<file path="config.mk">
export PLATFORM = sky130hd
export DESIGN_NAME = hazard_control_unit
export DESIGN_NICKNAME = d
export VERILOG_FILES = /design/src/rtl/core_pkg.sv /design/src/rtl/hazard_decode.sv /design/src/rtl/hazard_control_unit.sv
export SDC_FILE = /design/constraint.sdc
export NUM_CORES = 1
export LEC_CHECK = 0
export ABC_AREA = 0
export BUFFER_PORTS_ARGS = -buffer_cell sky130_fd_sc_hd__buf_2
export CELL_PAD_IN_SITES_DETAIL_PLACEMENT = 1
export CELL_PAD_IN_SITES_GLOBAL_PLACEMENT = 2
export CORE_ASPECT_RATIO = 0.7
export CORE_MARGIN = 2
export CORE_UTILIZATION = 30
export DETAILED_ROUTE_END_ITERATION = 8
export GPL_ROUTABILITY_DRIVEN = 0
export PLACE_DENSITY = 0.95
export SKIP_LAST_GASP = 1
export SYNTH_ARGS = -nofsm -noshare
export SYNTH_HDL_FRONTEND = slang
export SYNTH_SLANG_ARGS = --single-unit
</file>
<file path="constraint.sdc">
create_clock -name clk -period 6.1 [get_ports clk]
set_clock_uncertainty 0.1 [all_clocks]
set_input_delay 1.83 -clock clk [delete_from_list [all_inputs] [get_ports clk]]
set_output_delay 1.83 -clock clk [all_outputs]
set_load 0.005 [all_outputs]
</file>
<file path="src/rtl/core_pkg.sv">
// ---------------------------------------------------------------------------
// core_pkg
// Shared definitions for the RV32I pipeline control logic.
//   - Opcode constants for the instruction classes the hazard logic inspects.
//   - Bit positions of the rd/rs1/rs2/opcode fields.
//   - Hazard sequencer state encoding.
//   - Helpers that tell whether an instruction reads rs1 / rs2.
// ---------------------------------------------------------------------------
package core_pkg;

    localparam logic [6:0] OP_LUI    = 7'b0110111;
    localparam logic [6:0] OP_AUIPC  = 7'b0010111;
    localparam logic [6:0] OP_JAL    = 7'b1101111;
    localparam logic [6:0] OP_RTYPE  = 7'b0110011;
    localparam logic [6:0] OP_STORE  = 7'b0100011;
    localparam logic [6:0] OP_BRANCH = 7'b1100011;

    localparam int OPC_MSB = 6;
    localparam int OPC_LSB = 0;
    localparam int RD_MSB  = 11;
    localparam int RD_LSB  = 7;
    localparam int RS1_MSB = 19;
    localparam int RS1_LSB = 15;
    localparam int RS2_MSB = 24;
    localparam int RS2_LSB = 20;

    typedef enum logic {
        RUN      = 1'b0,
        MEM_WAIT = 1'b1
    } hz_state_t;

    // U-type and JAL carry immediate bits where rs1 would sit.
    function automatic logic usesRs1(input logic [6:0] opcode);
        return !((opcode == OP_LUI) || (opcode == OP_AUIPC) || (opcode == OP_JAL));
    endfunction

    // Only R-type, stores and branches read a second source register.
    function automatic logic usesRs2(input logic [6:0] opcode);
        return (opcode == OP_RTYPE) || (opcode == OP_STORE) || (opcode == OP_BRANCH);
    endfunction

endpackage

</file>
<file path="src/rtl/hazard_decode.sv">
// ---------------------------------------------------------------------------
// hazard_decode
// Purely combinational load-use detector. Flags when the EX instruction is a
// load whose destination is read by the ID instruction, which forwarding
// cannot cover because the load data is not available until MEM completes.
// Ports:
//   i_inst_id     instruction in ID
//   i_inst_ex     instruction in EX
//   i_memread_ex  EX instruction is a load
//   o_load_use    ID depends on the EX load result (x0 never counts)
// ---------------------------------------------------------------------------
module hazard_decode
    import core_pkg::*;
(
    input  logic [31:0] i_inst_id,
    input  logic [31:0] i_inst_ex,
    input  logic        i_memread_ex,
    output logic        o_load_use
);

    logic [4:0] w_rd_ex;
    logic [4:0] w_rs1_id;
    logic [4:0] w_rs2_id;
    logic [6:0] w_opc_id;
    logic       w_rs1_hit;
    logic       w_rs2_hit;
    logic       w_unused_bits;

    assign w_rd_ex  = i_inst_ex[RD_MSB:RD_LSB];
    assign w_rs1_id = i_inst_id[RS1_MSB:RS1_LSB];
    assign w_rs2_id = i_inst_id[RS2_MSB:RS2_LSB];
    assign w_opc_id = i_inst_id[OPC_MSB:OPC_LSB];

    // Fields outside the register/opcode slices are irrelevant here.
    assign w_unused_bits = ^{i_inst_ex[31:12], i_inst_ex[6:0],
                             i_inst_id[31:25], i_inst_id[14:7]};

    assign w_rs1_hit = usesRs1(w_opc_id) && (w_rs1_id == w_rd_ex);
    assign w_rs2_hit = usesRs2(w_opc_id) && (w_rs2_id == w_rd_ex);

    // Writes to x0 are discarded, so a load into x0 creates no dependency.
    assign o_load_use = i_memread_ex && (w_rd_ex != 5'd0) && (w_rs1_hit || w_rs2_hit);

endmodule

</file>
<file path="src/rtl/hazard_control_unit.sv">
// ---------------------------------------------------------------------------
// hazard_control_unit
// Pipeline sequencer for the 5-stage RV32I core: produces per-stage stall and
// flush controls for data-memory waits (M), taken branches (B), load-use
// hazards (L) and instruction-fetch waits (F), with priority M > B > L > F.
// Also runs a data-memory wait watchdog and two performance counters.
// Ports:
//   clk, rst                         clock, synchronous active-high reset
//   inst_data_ID / inst_data_EX      instructions in ID / EX
//   memread_EX, branch_taken_EX      EX is a load / EX resolved a taken jump
//   dmem_req_MEM, dmem_ready         MEM access active / completes this cycle
//   imem_ready                       fetch delivered this cycle
//   stall_IF..stall_MEM              hold PC / IF-ID / ID-EX / EX-MEM
//   flush_ID, flush_EX, flush_WB     insert bubble into IF-ID / ID-EX / MEM-WB
//   mem_timeout                      sticky watchdog error
//   stall_cycles, flush_count        performance counters (wrap around)
// ---------------------------------------------------------------------------
module hazard_control_unit
    import core_pkg::*;
#(
    parameter int TIMEOUT = 255,
    parameter int CNT_W   = 32
) (
    input  logic             clk,
    input  logic             rst,
    input  logic [31:0]      inst_data_ID,
    input  logic [31:0]      inst_data_EX,
    input  logic             memread_EX,
    input  logic             branch_taken_EX,
    input  logic             dmem_req_MEM,
    input  logic             dmem_ready,
    input  logic             imem_ready,
    output logic             stall_IF,
    output logic             stall_ID,
    output logic             stall_EX,
    output logic             stall_MEM,
    output logic             flush_ID,
    output logic             flush_EX,
    output logic             flush_WB,
    output logic             mem_timeout,
    output logic [CNT_W-1:0] stall_cycles,
    output logic [CNT_W-1:0] flush_count
);

    localparam logic [15:0] TIMEOUT_V  = 16'(TIMEOUT);
    localparam logic [15:0] TIMEOUT_M1 = 16'(TIMEOUT - 1);

    hz_state_t        r_state;
    hz_state_t        w_next_state;
    logic [15:0]      r_wait_cnt;
    logic             r_mem_timeout;
    logic [CNT_W-1:0] r_stall_cycles;
    logic [CNT_W-1:0] r_flush_count;

    logic w_load_use;
    logic w_cond_m;
    logic w_cond_b;
    logic w_cond_l;
    logic w_cond_f;
    logic w_any_stall;

    hazard_decode u_decode (
        .i_inst_id    (inst_data_ID),
        .i_inst_ex    (inst_data_EX),
        .i_memread_ex (memread_EX),
        .o_load_use   (w_load_use)
    );

    // Condition qualification implements the priority chain directly, so at
    // most one of the four is active in any cycle.
    assign w_cond_m = dmem_req_MEM && !dmem_ready;
    assign w_cond_b = branch_taken_EX && !w_cond_m;
    assign w_cond_l = w_load_use && !w_cond_m && !w_cond_b;
    assign w_cond_f = !imem_ready && !w_cond_m && !w_cond_b && !w_cond_l;

    // State register, wait counter, watchdog flag and performance counters.
    always_ff @(posedge clk) begin
        if (rst) begin
            r_state        <= RUN;
            r_wait_cnt     <= '0;
            r_mem_timeout  <= 1'b0;
            r_stall_cycles <= '0;
            r_flush_count  <= '0;
        end else begin
            r_state <= w_next_state;
            if (w_cond_m) begin
                if (r_wait_cnt != TIMEOUT_V) begin
                    r_wait_cnt <= r_wait_cnt + 16'd1;
                end
                if (r_wait_cnt == TIMEOUT_M1) begin
                    r_mem_timeout <= 1'b1;
                end
            end else begin
                r_wait_cnt <= '0;
            end
            if (w_any_stall) begin
                r_stall_cycles <= r_stall_cycles + CNT_W'(1);
            end
            if (w_cond_b) begin
                r_flush_count <= r_flush_count + CNT_W'(1);
            end
        end
    end

    // Next-state: stay in MEM_WAIT exactly as long as the data access is
    // outstanding; release happens in the same cycle dmem_ready rises.
    always_comb begin
        w_next_state = r_state;
        case (r_state)
            RUN:      if (w_cond_m)  w_next_state = MEM_WAIT;
            MEM_WAIT: if (!w_cond_m) w_next_state = RUN;
            default:  w_next_state = RUN;
        endcase
    end

    // Stall/flush outputs. Everything is forced low while reset is held so a
    // reset in the middle of a wait aborts it immediately.
    always_comb begin
        stall_IF  = 1'b0;
        stall_ID  = 1'b0;
        stall_EX  = 1'b0;
        stall_MEM = 1'b0;
        flush_ID  = 1'b0;
        flush_EX  = 1'b0;
        flush_WB  = 1'b0;
        if (!rst) begin
            if (w_cond_m) begin
                stall_IF  = 1'b1;
                stall_ID  = 1'b1;
                stall_EX  = 1'b1;
                stall_MEM = 1'b1;
                flush_WB  = 1'b1;
            end else if (w_cond_b) begin
                flush_ID  = 1'b1;
                flush_EX  = 1'b1;
            end else if (w_cond_l) begin
                stall_IF  = 1'b1;
                stall_ID  = 1'b1;
                flush_EX  = 1'b1;
            end else if (w_cond_f) begin
                stall_IF  = 1'b1;
                flush_ID  = 1'b1;
            end
        end
    end

    assign w_any_stall  = stall_IF || stall_ID || stall_EX || stall_MEM;
    assign mem_timeout  = r_mem_timeout;
    assign stall_cycles = r_stall_cycles;
    assign flush_count  = r_flush_count;

endmodule

</file>
==> reports/qor.txt <==
CTS tree = built
critical path's slowest cell = buf_4
Routed Antenna Nets = 0
Final setup viols = 0
Critical Path RT = 4.17 ns
Post-synth EDFFs = 0
Post-route DRC = 0
vias in the first global route = 3931
Util after Layout = 0.381
Flop pwr share = 0.453
ys async rst share = 0
top-area cell type share of the netlist area = 0.400
synth-to-layout area growth = 23.9%
core area = 0.0132 sq mm
CTS Sinks = 81
fin cells = 764
biggest area consumer among synthesized cells = dfxtp_1
Pre-antenna DRT Iters = 4
DRT Wirelength = 11900 um
initial antenna violation count = 0
Clock Tree Buf Depth = 2
leakage = 1.99 nW
Root Buffer = clkbuf_16
CTS clk-pin slew, worst paths = 0.06 ns
clock share of power = 0.494
global route total overflow = 0
Sw Pwr = 0.000259 W
critical path type = in2out
share of post-route cells with drive strength above 1 = 0.225
Buffers on Ports = 100
1st-iter DRT viols = 176
cell internal pwr = 0.000920 W
status = finished, final reports clean
final worst path period need = 5.50 ns
Worst Hold Class = reg2reg
number of I/O pins = 143
Peak Freq = 182 MHz
Netlist cell types = 49
Commonest cells post-synth = 81 x dfxtp_1, 61 x nor2_1, 39 x nand2_1
Slew HR = 0.366
setup_tns = 0 ns
Startpoint Class = input pin
Fin. Hold Viols = 0
Die Ht = 101 um
Max VDD drop = 0.000128 V
fin nets = 650
Worst-Margin Slew = 0.942 ns
PD cells = 235 mW/mm^2
Max FO, Critical Path = 75
Post-Syn Nets = 559
max incr delay on CP = 0.62 ns
Top cell by count, worst path = buf_2
CTS H-tree depth = 3
Num CTS Buffers = 9
Sw Ratio = 0.220
Synth area leaders = dfxtp_1 40%, xor2_1 7.1%, nor2_1 5.7%
syn_area_per_cell = 8.37 sq um
Final Worst Setup Slack = 0.597 ns
Top FF cell, synth = dfxtp_1
cell family with most CP delay = buffers and inverters
fin. max-slew vios = 0
Vias/cell = 5.12
Clock Latency Late Sink = 0.34 ns
fin crit share = 0.902
combinational power share = 0.052
max_cap viols = 0
worst slack, placed = 0.549 ns
flops & latches, synth = 81
overall routing resource usage = 0.167
DP Cell Count = 749
Initial Util = 0.307
Die Wd = 143 um
antenna diode count = 0
register area share after synthesis = 0.400
first-pass GRT wire length = 19500 um
Die Footprint = 0.0145 sq mm
wire per inst = 15.6 um
worst-path cell chain = buf_2, buf_4, inv_1, a32o_1, buf_2
Synthesis Warnings = 0
Syn Inst Count = 484
post-CTS setup buffer count = 0
RSZ-0062 raised after global routing = false
# hold bufs at CTS = 0
hpwl dp = 8780 um
row cnt = 35
largest net degree at the start of global routing = 76
arrival time of the worst setup path = 3.57 ns
via count = 3912
post-CTS sizing = 0
most frequent cell after synthesis = dfxtp_1
Mapped Area = 0.00405 sq mm
WP buf/inv = 4
Worst Setup End Kind = output port
-- state kept, by name, summed over array words and instances, names as in the netlist --
signal / count
flush_count: 32
stall_cycles: 32
r_wait_cnt: 16
mem_timeout: 1
-- metal layers --
metal | GRT usage | wire length, um
met1 | 0.218 | 5720
met3 | 0.0444 | 586
met5 | 0 | 0
met4 | 0.0442 | 152
met2 | 0.278 | 5480
-- worst paths after layout --
path                           end             from  slack (ns)  cells past startpoint
hold / removal         mem_timeout      mem_timeout        0.38                      1
hold reg to reg        mem_timeout      mem_timeout        0.38                      1
setup / recovery          flush_ID              rst        0.60                      5
setup reg to reg  stall_cycles[25]  stall_cycles[8]        3.47                      5
-- placed cells by master (no fill, tap or decap), types with 2 or more instances in the layout --
cell type / netlist / routed
dfxtp_1: 81 / 81
a31oi_1: 2 / 2
mux2i_1: 4 / 4
bufinv_16: 0 / 2
nand3_1: 35 / 35
or3b_1: 2 / 2
clkinvlp_4: 0 / 2
o41ai_1: 3 / 3
o311ai_1: 3 / 3
nor4b_1: 3 / 3
xnor2_1: 15 / 15
ha_1: 4 / 4
buf_2: 0 / 100
nor3b_1: 2 / 2
inv_1: 9 / 9
or3_1: 11 / 11
nand2_1: 39 / 39
mux2_1: 4 / 4
and3_1: 11 / 11
nor3_1: 7 / 7
and4_1: 6 / 6
a21oi_1: 25 / 25
o31ai_1: 9 / 9
or4_1: 14 / 14
nand4_1: 19 / 19
o211ai_1: 2 / 2
nor2_1: 61 / 61
clkbuf_16: 0 / 9
mux2_2: 3 / 3
nor2b_1: 9 / 9
nand2b_1: 2 / 2
nand4b_1: 2 / 2
o21ai_0: 16 / 16
o2111ai_1: 2 / 2
xor2_1: 33 / 33
nor4_1: 7 / 7
buf_4: 2 / 2
or2_2: 4 / 4
-- cells by family (layout without fill, tap and decap cells) --
group           after synthesis  in the layout  synth area share
simple gates                241            241             0.318
flops                        81             81             0.400
compound gates               67             67             0.103
xor+xnor                     48             48             0.104
buf+inv                      32            127            0.0334
mux                          11             11            0.0293
fa+ha+maj                     4              4            0.0124
-- power groups by stage --
| stage | clock, W | sequential [W] | combinational (W) |
|---|---|---|---|
| after floorplan | 0 | 0.000546 | 0.0000361 |
| after global placement | 0 | 0.000546 | 0.0000598 |
| after detailed placement | 0 | 0.000547 | 0.0000621 |
| after CTS | 0.000603 | 0.000535 | 0.0000624 |
| after global routing | 0.000624 | 0.000535 | 0.0000683 |
| final | 0.000583 | 0.000535 | 0.0000615 |
-- layout make-up --
| class | instances | area [sq um] |
|---|---|---|
| Fill cell | 1580 | 8160 |
| Multi-Input combinational cell | 371 | 2290 |
| Sequential cell | 81 | 1620 |
| Timing Repair Buffer | 102 | 515 |
| Clock buffer | 10 | 239 |
| Tap cell | 185 | 231 |
| Clock inverter | 5 | 80.1 |
| Inverter | 10 | 37.5 |
-- through the flow --
stage / area (sq um) / hold WS [ns] / power [W]
3_3_place_gp: 4700 / 0.356 / 0.000606
6_report: 5020 / 0.375 / 0.00118
4_1_cts: 5020 / 0.384 / 0.00120
3_5_place_dp: 4700 / 0.371 / 0.000609
5_1_grt: 5020 / 0.410 / 0.00123
2_1_floorplan: 4050 / 0.358 / 0.000582
(Power assumes the default switching activity.)
